$ cat config.mk
export PLATFORM = sky130hd
export DESIGN_NAME = word_deserializer
export DESIGN_NICKNAME = d
export VERILOG_FILES = /design/src/rtl/deser_pkg.sv /design/src/rtl/shift_capture.sv /design/src/rtl/word_deserializer.sv
export SDC_FILE = /design/constraint.sdc
export NUM_CORES = 1
export LEC_CHECK = 0
export CAP_MARGIN = 20
export CORE_MARGIN = 1
export CORE_UTILIZATION = 50
export CTS_CLUSTER_SIZE = 25
export DETAILED_ROUTE_END_ITERATION = 12
export GPL_ROUTABILITY_DRIVEN = 1
export PLACE_DENSITY = 0.79
export SLEW_MARGIN = 20
export SYNTH_ARGS = -nofsm -noshare
export SYNTH_HDL_FRONTEND = slang
export SYNTH_SLANG_ARGS = --single-unit
$ cat constraint.sdc
create_clock -name clk -period 3.8 [get_ports clk]
set_clock_uncertainty 0.05 [all_clocks]
set_input_delay 1.14 -clock clk [delete_from_list [all_inputs] [get_ports clk]]
set_output_delay 1.14 -clock clk [all_outputs]
set_load 0.05 [all_outputs]
$ cat src/rtl/deser_pkg.sv
// Shared types and helpers for the serial-to-parallel word deserializer.
// Contents: FSM state enum, default word width, storage-index helper.
package deser_pkg;

  typedef enum logic [1:0] {
    IDLE   = 2'd0,
    SHIFT  = 2'd1,
    PARITY = 2'd2,
    DONE   = 2'd3
  } deser_state_t;

  localparam int unsigned WORD_W = 16;

  // Storage index for the cnt-th accepted bit of a frame.
  function automatic int unsigned bit_pos(input int unsigned cnt,
                                          input bit          lsb_first,
                                          input int unsigned width = WORD_W);
    return lsb_first ? cnt : (width - 1 - cnt);
  endfunction

endpackage

$ cat src/rtl/shift_capture.sv
// WIDTH-bit capture register with per-bit write enable, clear and index.
// Ports:
//   clk, rst_n  clock, async active-low reset
//   clr         clear all bits (a same-cycle write still lands)
//   we, idx, d  write bit d at position idx
//   q           registered contents
//   q_nxt_c     combinational next value (q after this edge)
module shift_capture #(
  parameter int unsigned WIDTH = 16,
  parameter int unsigned IDX_W = $clog2(WIDTH)
) (
  input  logic             clk,
  input  logic             rst_n,
  input  logic             clr,
  input  logic             we,
  input  logic [IDX_W-1:0] idx,
  input  logic             d,
  output logic [WIDTH-1:0] q,
  output logic [WIDTH-1:0] q_nxt_c
);

  // Clear first so a frame start can clear and write bit 0 in one edge.
  always_comb begin
    q_nxt_c = clr ? '0 : q;
    if (we) q_nxt_c[idx] = d;
  end

  always_ff @(posedge clk or negedge rst_n) begin
    if (!rst_n) q <= '0;
    else        q <= q_nxt_c;
  end

endmodule

$ cat src/rtl/word_deserializer.sv
// Serial-to-parallel producer: one bit per ser_valid/ser_ready handshake,
// assembles a WIDTH-bit word and pulses load with it on word_out, feeding a
// downstream register's parallel in/load interface.
// Optional feature macro: WORD_DESER_PARITY_EN (adds an even-parity beat
// after the data bits; a mismatch drops the word and pulses frame_err).
// Ports:
//   clk, rst_n            clock, async active-low reset
//   ser_valid, ser_data   serial bit offer and value
//   ser_first             first bit of a frame (sampled on accepted beats)
//   ser_ready             can accept a bit this cycle (low only in DONE)
//   word_out              last completed word, held between loads
//   load                  one-cycle pulse, word_out new in that cycle
//   busy                  frame in progress
//   frame_err             one-cycle pulse on a framing violation
module word_deserializer
  import deser_pkg::*;
#(
  parameter int unsigned WIDTH     = WORD_W,
  parameter bit          LSB_FIRST = 1'b1
) (
  input  logic             clk,
  input  logic             rst_n,
  input  logic             ser_valid,
  input  logic             ser_data,
  input  logic             ser_first,
  output logic             ser_ready,
  output logic [WIDTH-1:0] word_out,
  output logic             load,
  output logic             busy,
  output logic             frame_err
);

  localparam int unsigned CNT_W = $clog2(WIDTH + 1);
  localparam int unsigned IDX_W = $clog2(WIDTH);
  localparam logic [IDX_W-1:0] FIRST_IDX = IDX_W'(bit_pos(0, LSB_FIRST, WIDTH));
  localparam logic [CNT_W-1:0] LAST_CNT  = CNT_W'(WIDTH - 1);

  deser_state_t     state_q, state_nxt;
  logic [CNT_W-1:0] cnt_q, cnt_nxt;
  logic             cap_clr, cap_we;
  logic [IDX_W-1:0] cap_idx;
  logic [WIDTH-1:0] cap_q, cap_nxt;
  logic             err_c;
  logic             accept_c;

  assign accept_c = ser_valid && ser_ready;

  shift_capture #(
    .WIDTH (WIDTH),
    .IDX_W (IDX_W)
  ) u_capture (
    .clk     (clk),
    .rst_n   (rst_n),
    .clr     (cap_clr),
    .we      (cap_we),
    .idx     (cap_idx),
    .d       (ser_data),
    .q       (cap_q),
    .q_nxt_c (cap_nxt)
  );

  // Next-state, counter and capture control.
  always_comb begin
    state_nxt = state_q;
    cnt_nxt   = cnt_q;
    cap_clr   = 1'b0;
    cap_we    = 1'b0;
    cap_idx   = FIRST_IDX;
    err_c     = 1'b0;

    case (state_q)
      IDLE: begin
        if (accept_c) begin
          if (ser_first) begin
            cap_clr   = 1'b1;
            cap_we    = 1'b1;
            cnt_nxt   = CNT_W'(1);
            state_nxt = SHIFT;
          end else begin
            err_c = 1'b1;
          end
        end
      end

      SHIFT: begin
        if (accept_c) begin
          if (ser_first) begin
            // Resync: this bit starts a fresh frame.
            cap_clr = 1'b1;
            cap_we  = 1'b1;
            cnt_nxt = CNT_W'(1);
            err_c   = 1'b1;
          end else begin
            cap_we  = 1'b1;
            cap_idx = IDX_W'(bit_pos(32'(cnt_q), LSB_FIRST, WIDTH));
            cnt_nxt = cnt_q + CNT_W'(1);
            if (cnt_q == LAST_CNT) begin
`ifdef WORD_DESER_PARITY_EN
              state_nxt = PARITY;
`else
              state_nxt = DONE;
`endif
            end
          end
        end
      end

`ifdef WORD_DESER_PARITY_EN
      PARITY: begin
        if (accept_c) begin
          if (ser_first) begin
            cap_clr   = 1'b1;
            cap_we    = 1'b1;
            cnt_nxt   = CNT_W'(1);
            err_c     = 1'b1;
            state_nxt = SHIFT;
          end else if ((^cap_q) ^ ser_data) begin
            err_c     = 1'b1;
            cnt_nxt   = '0;
            state_nxt = IDLE;
          end else begin
            state_nxt = DONE;
          end
        end
      end
`endif

      DONE: begin
        cnt_nxt   = '0;
        state_nxt = IDLE;
      end

      default: begin
        cnt_nxt   = '0;
        state_nxt = IDLE;
      end
    endcase
  end

  // State, counter and registered outputs (decoded from next state).
  always_ff @(posedge clk or negedge rst_n) begin
    if (!rst_n) begin
      state_q   <= IDLE;
      cnt_q     <= '0;
      word_out  <= '0;
      load      <= 1'b0;
      busy      <= 1'b0;
      ser_ready <= 1'b1;
      frame_err <= 1'b0;
    end else begin
      state_q   <= state_nxt;
      cnt_q     <= cnt_nxt;
      load      <= (state_nxt == DONE);
      busy      <= (state_nxt != IDLE);
      ser_ready <= (state_nxt != DONE);
      frame_err <= err_c;
      // From SHIFT the last bit lands this edge; from PARITY the word is complete.
      if (state_nxt == DONE && state_q != DONE)
        word_out <= (state_q == SHIFT) ? cap_nxt : cap_q;
    end
  end

endmodule

==> results of run 1 <==
==> area by class of cell <==
class                      instances  area share (%)
sequential                        43            45.8
tap                               48            2.55
timing repair buffer              26            10.6
multi-input combinational        119            35.2
inverter                           8            1.28
clock buffer                       7            3.24
clock inverter                     1            1.28
==> layer usage <==
layer	global-route usage, %	wire [um]	up-vias
met5	0	0	-
met4	11.4	114	0
met3	5.28	232	12
met2	33.7	1850	51
met1	27.1	1740	701
li1	-	-	687
==> per-stage QoR <==
stage / instances / utilization, % / hold slack [ps]
after global routing: 252 / 62.8 / 477
after floorplan: 180 / - / 401
after CTS: 252 / 62.8 / 460
after detailed placement: 244 / 60.0 / 442
final: 252 / 62.8 / 459
after global placement: 244 / 60.0 / 428
==> placed cells by master, fill, tap and decap left out, types with 6 or more instances in the layout <==
master           Yosys  final
dfrtp_1             42     42
clkdlybuf4s50_1      0     23
nand2_1             21     21
mux2i_1             10     10
nor2_1               8      8
mux2_2               8      8
inv_1                7      7
nand3_1              7      7
nand4_1              6      6
o211ai_1             6      6
==> kinds of logic (layout without fill, tap and decap cells) <==
kind of cell             after synthesis  count (layout)  share of synthesized area (%)
flip-flops                            43              43                           54.2
AND/OR/NAND/NOR                       65              65                           19.0
adder cells (fa/ha/maj)                2               2                           1.26
multiplexers                          20              20                           11.1
buffers and inverters                 18              42                           4.09
AO/OA/AOI/OAI                         32              32                           10.4
==> state kept, by name, summed over array words and instances, names as in the netlist <==
name and cells:
u_capture.q 16, word_out 16, cnt_q 5, state_q 2, busy 1, frame_err 1, load 1, ser_ready 1
==> tightest hold or removal path: stages (launching register included) <==
cell and delay (ps):
dfrtp_1 340, o21ai_1 70, nand2_1 60
==> power by group through the flow <==
| stage | logic, mW | clock network, mW | registers [mW] |
|---|---|---|---|
| 6_report | 0.0814 | 0.345 | 0.484 |
| 5_1_grt | 0.0910 | 0.371 | 0.485 |
| 4_1_cts | 0.0818 | 0.353 | 0.483 |
| 3_5_place_dp | 0.0815 | 0 | 0.493 |
| 3_3_place_gp | 0.0785 | 0 | 0.492 |
| 2_1_floorplan | 0.0547 | 0 | 0.487 |
==> final timing paths <==
check | slack [ps] | cells past startpoint | end
max in group asynchronous | 2220 | 1 | cnt_q[4]
worst min-delay path | 460 | 2 | u_capture.q[4]
worst max register to register | 1620 | 6 | word_out[8]
worst min register to register | 460 | 2 | u_capture.q[4]
min in group asynchronous | 920 | 1 | busy
worst max-delay path | 900 | 6 | word_out[8]
==> out/qor.txt, run 1 <==
Area growth, synth to finish - 18.4%
CP Launch Type - input port
via count of the first global-routing pass - 1452
HP Start - u_capture.q[4]
share of cells above drive strength 1 - 13.2%
Die Wd - 65.0 um
Leak - 1.09 nW
area leader, netlist - dfrtp_1
Power Total - 910 uW
Seq pwr share - 53.1%
I/O Buffers - 24
Critical Path AT - 3030 ps
CP delay by family, top - buffers and inverters
DRT antenna net count - 0
RSZ-0062 raised after global routing - no
DIE HEIGHT - 65.0 um
Cell Pwr Density - 387 nW/um^2
CP Capture Type - register
Final TNS setup - 0 ps
sequential cell area - 1080 sq um
HPWL Detailed - 2770 um
Final Hold Fails - 0
clock sinks - 43
core area - 3740 sq um
placed cell area - 2250 sq um
syn nets - 187
crit-path max FO - 23
drt initial violations - 63
Max Freq - 345 MHz
initial antenna violation count - 0
pre-CTS setup slack - 594 ps
first-pass GRT wire length - 6730 um
final setup fails - 0
YS warnings - 0
PnR worst setup slack - 900 ps
drt wl/cell - 15.6 um
GPL Wtd Cong - 0.916
CP required - 3930 ps
number of synthesized register bits - 43
critical path type - in -> reg
min Tclk post-route - 2900 ps
Max clock buf depth - 2
switching part of the total - 23.9%
I/O pins - 25
Logic pwr share - 8.9%
crit path cell chain - clkdlybuf4s50_1, nor3b_2, buf_4, nand3_2, inv_2, mux2_2
max incr delay on CP - 610 ps
post-route cell area - 2350 sq um
post_cts resized - 0
GRT Overall Usage - 21.4%
Synth top area share - 52.9%
vias per cell - 5.76
maxcap violations - 0
drt total wl - 3940 um
cts hold-fix bufs - 0
HP Class - reg -> reg
Initial Utilization - 53.1%
Synth Area per Inst - 11.0 sq um
CTS tree - done
Worst setup startpoint - ser_first
DR vias - 1451
# H-tree levels - 2
Pint - 692 uW
slew margin rel. - 40.0%
fin crit share - 76.3%
share of synthesized registers carrying an async set or reset - 100%
Mapped Area - 1990 sq um
Worst-path clk slew - 80 ps
most numerous cell in the Yosys netlist - dfrtp_1
CP Buf/Inv Count - 3
outcome - complete, no violations
GRT overflow - 0
most instantiated cells after synthesis - dfrtp_1 (42), nand2_1 (21), mux2i_1 (10)
Cell Rows - 22
DR DRC count - 0
fillers - 328
RR Startpoint - cnt_q[0]
Post-synth EDFFs - 0
total CTS buffers - 5
VDD IR max - 0.297 mV
area of the multi-input gates - 828 sq um
Unique masters post-synth - 45
largest cells by area after synthesis - dfrtp_1 (53%), mux2i_1 (5.0%), mux2_2 (4.5%), nand2_1 (4.0%), o211ai_1 (2.3%)
clock share of power - 37.9%
slew at the pin closest to its max-slew limit - 900 ps
crit path max-delay cell type - clkdlybuf4s50_1
Final #Nets - 210
drt first pass iters - 4
Net Sw Power - 218 uW
Primary FF master, synth - dfrtp_1
root buffer cell - clkbuf_8
largest net degree at the start of global routing - 44
Gate Count Post-Synth - 180
register area share after synthesis - 54.2%
clk_lat worst skew - 290 ps
Final Max Tran Viols - 0
full die area - 4230 sq um
postcts setup bufs - 0
antenna diode count - 0
Note: power is estimated with default switching activity, not from simulation.
==> inputs of run 2 (changes only) <==
- CORE_UTILIZATION: 50 -> 49
- PLACE_DENSITY: 0.79 -> 0.81
- clock period: 3.8 -> 2.35 ns (I/O delays scaled with it)
==> out/qor.txt, run 2 (synthesis results as in run 1) <==
outcome - complete, no violations
share of cells above drive strength 1 - 19.7%
Leak - 1.15 nW
clk_lat worst skew - 290 ps
Cell Pwr Density - 566 nW/um^2
slew at the pin closest to its max-slew limit - 514 ps
fillers - 287
largest net degree at the start of global routing - 44
DR DRC count - 0
max incr delay on CP - 820 ps
Worst R2R Setup Slack - 360 ps
crit-path max FO - 2
first-pass GRT wire length - 6920 um
cts hold-fix bufs - 0
most common cell after layout, fill and taps aside - dfrtp_1
antenna diode count - 0
slew margin rel. - 65.7%
VDD IR max - 0.384 mV
GPL Wtd Cong - 0.897
RR Startpoint - cnt_q[0]
Critical Path AT - 1490 ps
DR vias - 1506
Power Total - 1.38 mW
Worst-path clk slew - 80 ps
critical path type - reg -> out
final setup fails - 0
Worst setup startpoint - word_out[1]
vias per cell - 5.66
Max Freq - 446 MHz
CP Buf/Inv Count - 1
global routing's busiest layer - met2
initial antenna violation count - 0
via count of the first global-routing pass - 1438
core area - 3770 sq um
Final TNS setup - 0 ps
full die area - 4310 sq um
GRT overflow - 0
Stages on worst setup path - 1
CP Launch Type - register
postcts setup bufs - 0
CP delay by family, top - buffers and inverters
Cell Rows - 22
HP Class - in -> async
Max clock buf depth - 2
post-route cell area - 2450 sq um
DRT antenna net count - 0
# H-tree levels - 2
routing usage on met2 - 33.4%
GRT Overall Usage - 21.8%
HPWL Detailed - 2890 um
area of the multi-input gates - 828 sq um
post_cts resized - 0
placed cell area - 2360 sq um
min Tclk post-route - 2240 ps
clock sinks - 43
Die Wd - 65.7 um
Final Max Tran Viols - 0
drt initial violations - 85
CP Capture Type - primary output
CTS tree - done
I/O pins - 25
DIE HEIGHT - 65.7 um
Final #Nets - 224
fin crit share - 95.4%
largest registers - u_capture.q x16, word_out x16, cnt_q x5
RSZ-0062 raised after global routing - no
root buffer cell - clkbuf_8
drt wl/cell - 15.2 um
total CTS buffers - 5
Final Hold Fails - 0
Global Route met3 Usage - 5.21%
drt first pass iters - 4
met1 Track Usage GR - 30.1%
Initial Utilization - 52.7%
I/O Buffers - 24
crit path max-delay cell type - clkdlybuf4s50_1
commonest cells after routing, fill and taps aside - dfrtp_1 (42), clkdlybuf4s50_1 (22), nand2_1 (21), buf_4 (16), mux2i_1 (10)
crit path cell chain - clkdlybuf4s50_1
Worst R2R Path Depth - 7
drt total wl - 4030 um
Area growth, synth to finish - 23.1%
CP required - 1590 ps
maxcap violations - 0
sequential cell area - 1080 sq um
[run 2: final timing paths]
path	endpoint
min	u_capture.q[0]
min reg2reg	word_out[7]
max reg2reg	word_out[2]
min in group clk	word_out[7]
max	word_out[1]
max in group asynchronous	ser_ready
[run 2: cell type report]
cell class | count | share of cell area (%)
timing repair buffer | 40 | 14.9
inverter | 8 | 1.23
multi-input combinational | 119 | 33.9
clock inverter | 2 | 0.512
tap | 48 | 2.46
sequential | 43 | 44.0
clock buffer | 6 | 2.97
[run 2: power breakdown]
| part | switching [mW] | internal, mW |
|---|---|---|
| clock network | 0.246 | 0.208 |
| registers | 0.0244 | 0.758 |
| logic | 0.0906 | 0.0570 |
[run 2: layer usage]
metal	wire, um	vias to the layer above
met5	0	-
met1	1860	729
met4	8	0
met3	208	2
li1	-	719
met2	1960	56
[run 2: through the flow]
stage,utilization (%),hold WS (ps),worst slack (ps),std cells
2_1_floorplan,-,359,353,180
3_3_place_gp,62.6,420,-87.0,258
3_5_place_dp,62.6,443,-180,258
4_1_cts,64.9,430,88.9,266
5_1_grt,64.9,470,51.5,266
6_report,64.9,416,107,266
==> inputs of run 3 (changes only) <==
- SETUP_SLACK_MARGIN: default -> 0.5
==> out/qor.txt, run 3 (synthesis results as in run 1) <==
Final Util - 70.2%
CP required - 1590 ps
VDD IR max - 0.495 mV
RR Startpoint - state_q[1]
drt first pass iters - 4
Max clock buf depth - 2
Worst setup startpoint - ser_ready
HPWL Detailed - 3180 um
fillers - 271
final setup fails - 0
Power Total - 1.63 mW
drt initial violations - 84
initial antenna violation count - 0
Final #Nets - 232
DR DRC count - 0
drt wl/cell - 16.3 um
CTS tree - done
HP Class - in -> async
placed cell area - 2460 sq um
core area - 3770 sq um
Initial Utilization - 52.7%
crit path max-delay cell type - dfstp_2
share of cells above drive strength 1 - 34.1%
critical path type - reg -> out
GRT overflow - 0
first-pass GRT wire length - 7690 um
Final Hold Fails - 0
Die Wd - 65.7 um
slew margin rel. - 64.9%
CP Launch Type - register
Worst-path clk slew - 80 ps
drt total wl - 4460 um
CP delay by family, top - flip-flops
outcome - complete, no violations
Critical Path AT - 1060 ps
Cell Pwr Density - 616 nW/um^2
commonest cells after routing, fill and taps aside - dfrtp_1 (39), buf_4 (22), nand2_1 (21), clkdlybuf4s15_2 (17), mux2i_1 (10)
most common cell after layout, fill and taps aside - dfrtp_1
CP Buf/Inv Count - 1
Worst R2R Path Depth - 4
RSZ-0062 raised after global routing - yes
GPL Wtd Cong - 0.933
largest registers - u_capture.q x16, word_out x16, cnt_q x5
DR vias - 1526
fin cells - 274
maxcap violations - 0
Stages on worst setup path - 1
clock sinks - 43
fin crit share - 77.3%
I/O Buffers - 24
CP Capture Type - primary output
area of the multi-input gates - 886 sq um
Worst R2R Setup Slack - 570 ps
post-route cell area - 2650 sq um
largest net degree at the start of global routing - 44
clk_lat worst skew - 300 ps
# H-tree levels - 2
slew at the pin closest to its max-slew limit - 526 ps
min Tclk post-route - 1820 ps
DIE HEIGHT - 65.7 um
via count of the first global-routing pass - 1597
total CTS buffers - 5
Final Max Tran Viols - 0
root buffer cell - clkbuf_8
Leak - 1.24 nW
GRT Overall Usage - 24.2%
Area growth, synth to finish - 33.2%
sequential cell area - 1080 sq um
antenna diode count - 0
I/O pins - 25
crit-path max FO - 6
DRT antenna net count - 0
Max Freq - 550 MHz
Hold WS - 405 ps
vias per cell - 5.57
crit path cell chain - buf_8
Cell Rows - 22
DP Cell Count - 263
cts hold-fix bufs - 0
max incr delay on CP - 600 ps
r2r endpoint - word_out[14]
full die area - 4310 sq um
run 3: cell count changes in the layout (fill, tap and decap cells not counted), moves of 2 or more:
cell	previous run	this run
mux2_2	8	3
dfrtp_1	42	39
clkdlybuf4s15_2	0	17
buf_4	16	22
buf_2	1	3
mux2_4	2	7
nor4_4	0	2
nor4_2	2	0
clkdlybuf4s50_1	22	1
bufinv_16	0	2
dfrtp_2	0	3
run 3: area by class of cell:
| type | count | area share, % |
|---|---|---|
| timing repair buffer | 48 | 17.3 |
| clock buffer | 6 | 2.74 |
| multi-input combinational | 119 | 33.5 |
| inverter | 8 | 1.13 |
| clock inverter | 2 | 2.27 |
| tap | 48 | 2.27 |
| sequential | 43 | 40.9 |
run 3: layer usage:
metal	track usage [%]	part of all wire (%)
met4	8.70	1.3
met2	38.4	48
met3	6.25	4.9
met5	0	0
met1	31.8	46
run 3: worst max path at each step:
stage                        end  slack [ps]
detailed placement   word_out[6]        -200
CTS                 word_out[15]         510
floorplan            word_out[0]         460
global placement     word_out[6]        -160
finish                 ser_ready         530
global route         word_out[6]         470
run 3: repair_timing:
| action | 4_1_cts | 5_1_grt |
|---|---|---|
| endpoints found under the setup margin | 58 | 15 |
| pin swaps | 2 | 1 |
| resized for setup | 65 | 8 |
| setup buffers | 1 | 2 |
run 3: report_power, final:
part           switching, mW  total [mW]  internal [mW]
logic                  0.111       0.180         0.0696
clock network          0.253       0.678          0.425
registers             0.0144       0.773          0.759
run 3: stage by stage:
stage          worst slack [ps]  TNS (ps)
6_report                    532         0
5_1_grt                     465         0
4_1_cts                     507         0
3_5_place_dp               -198     -2110
3_3_place_gp               -156     -1380
2_1_floorplan               461         0
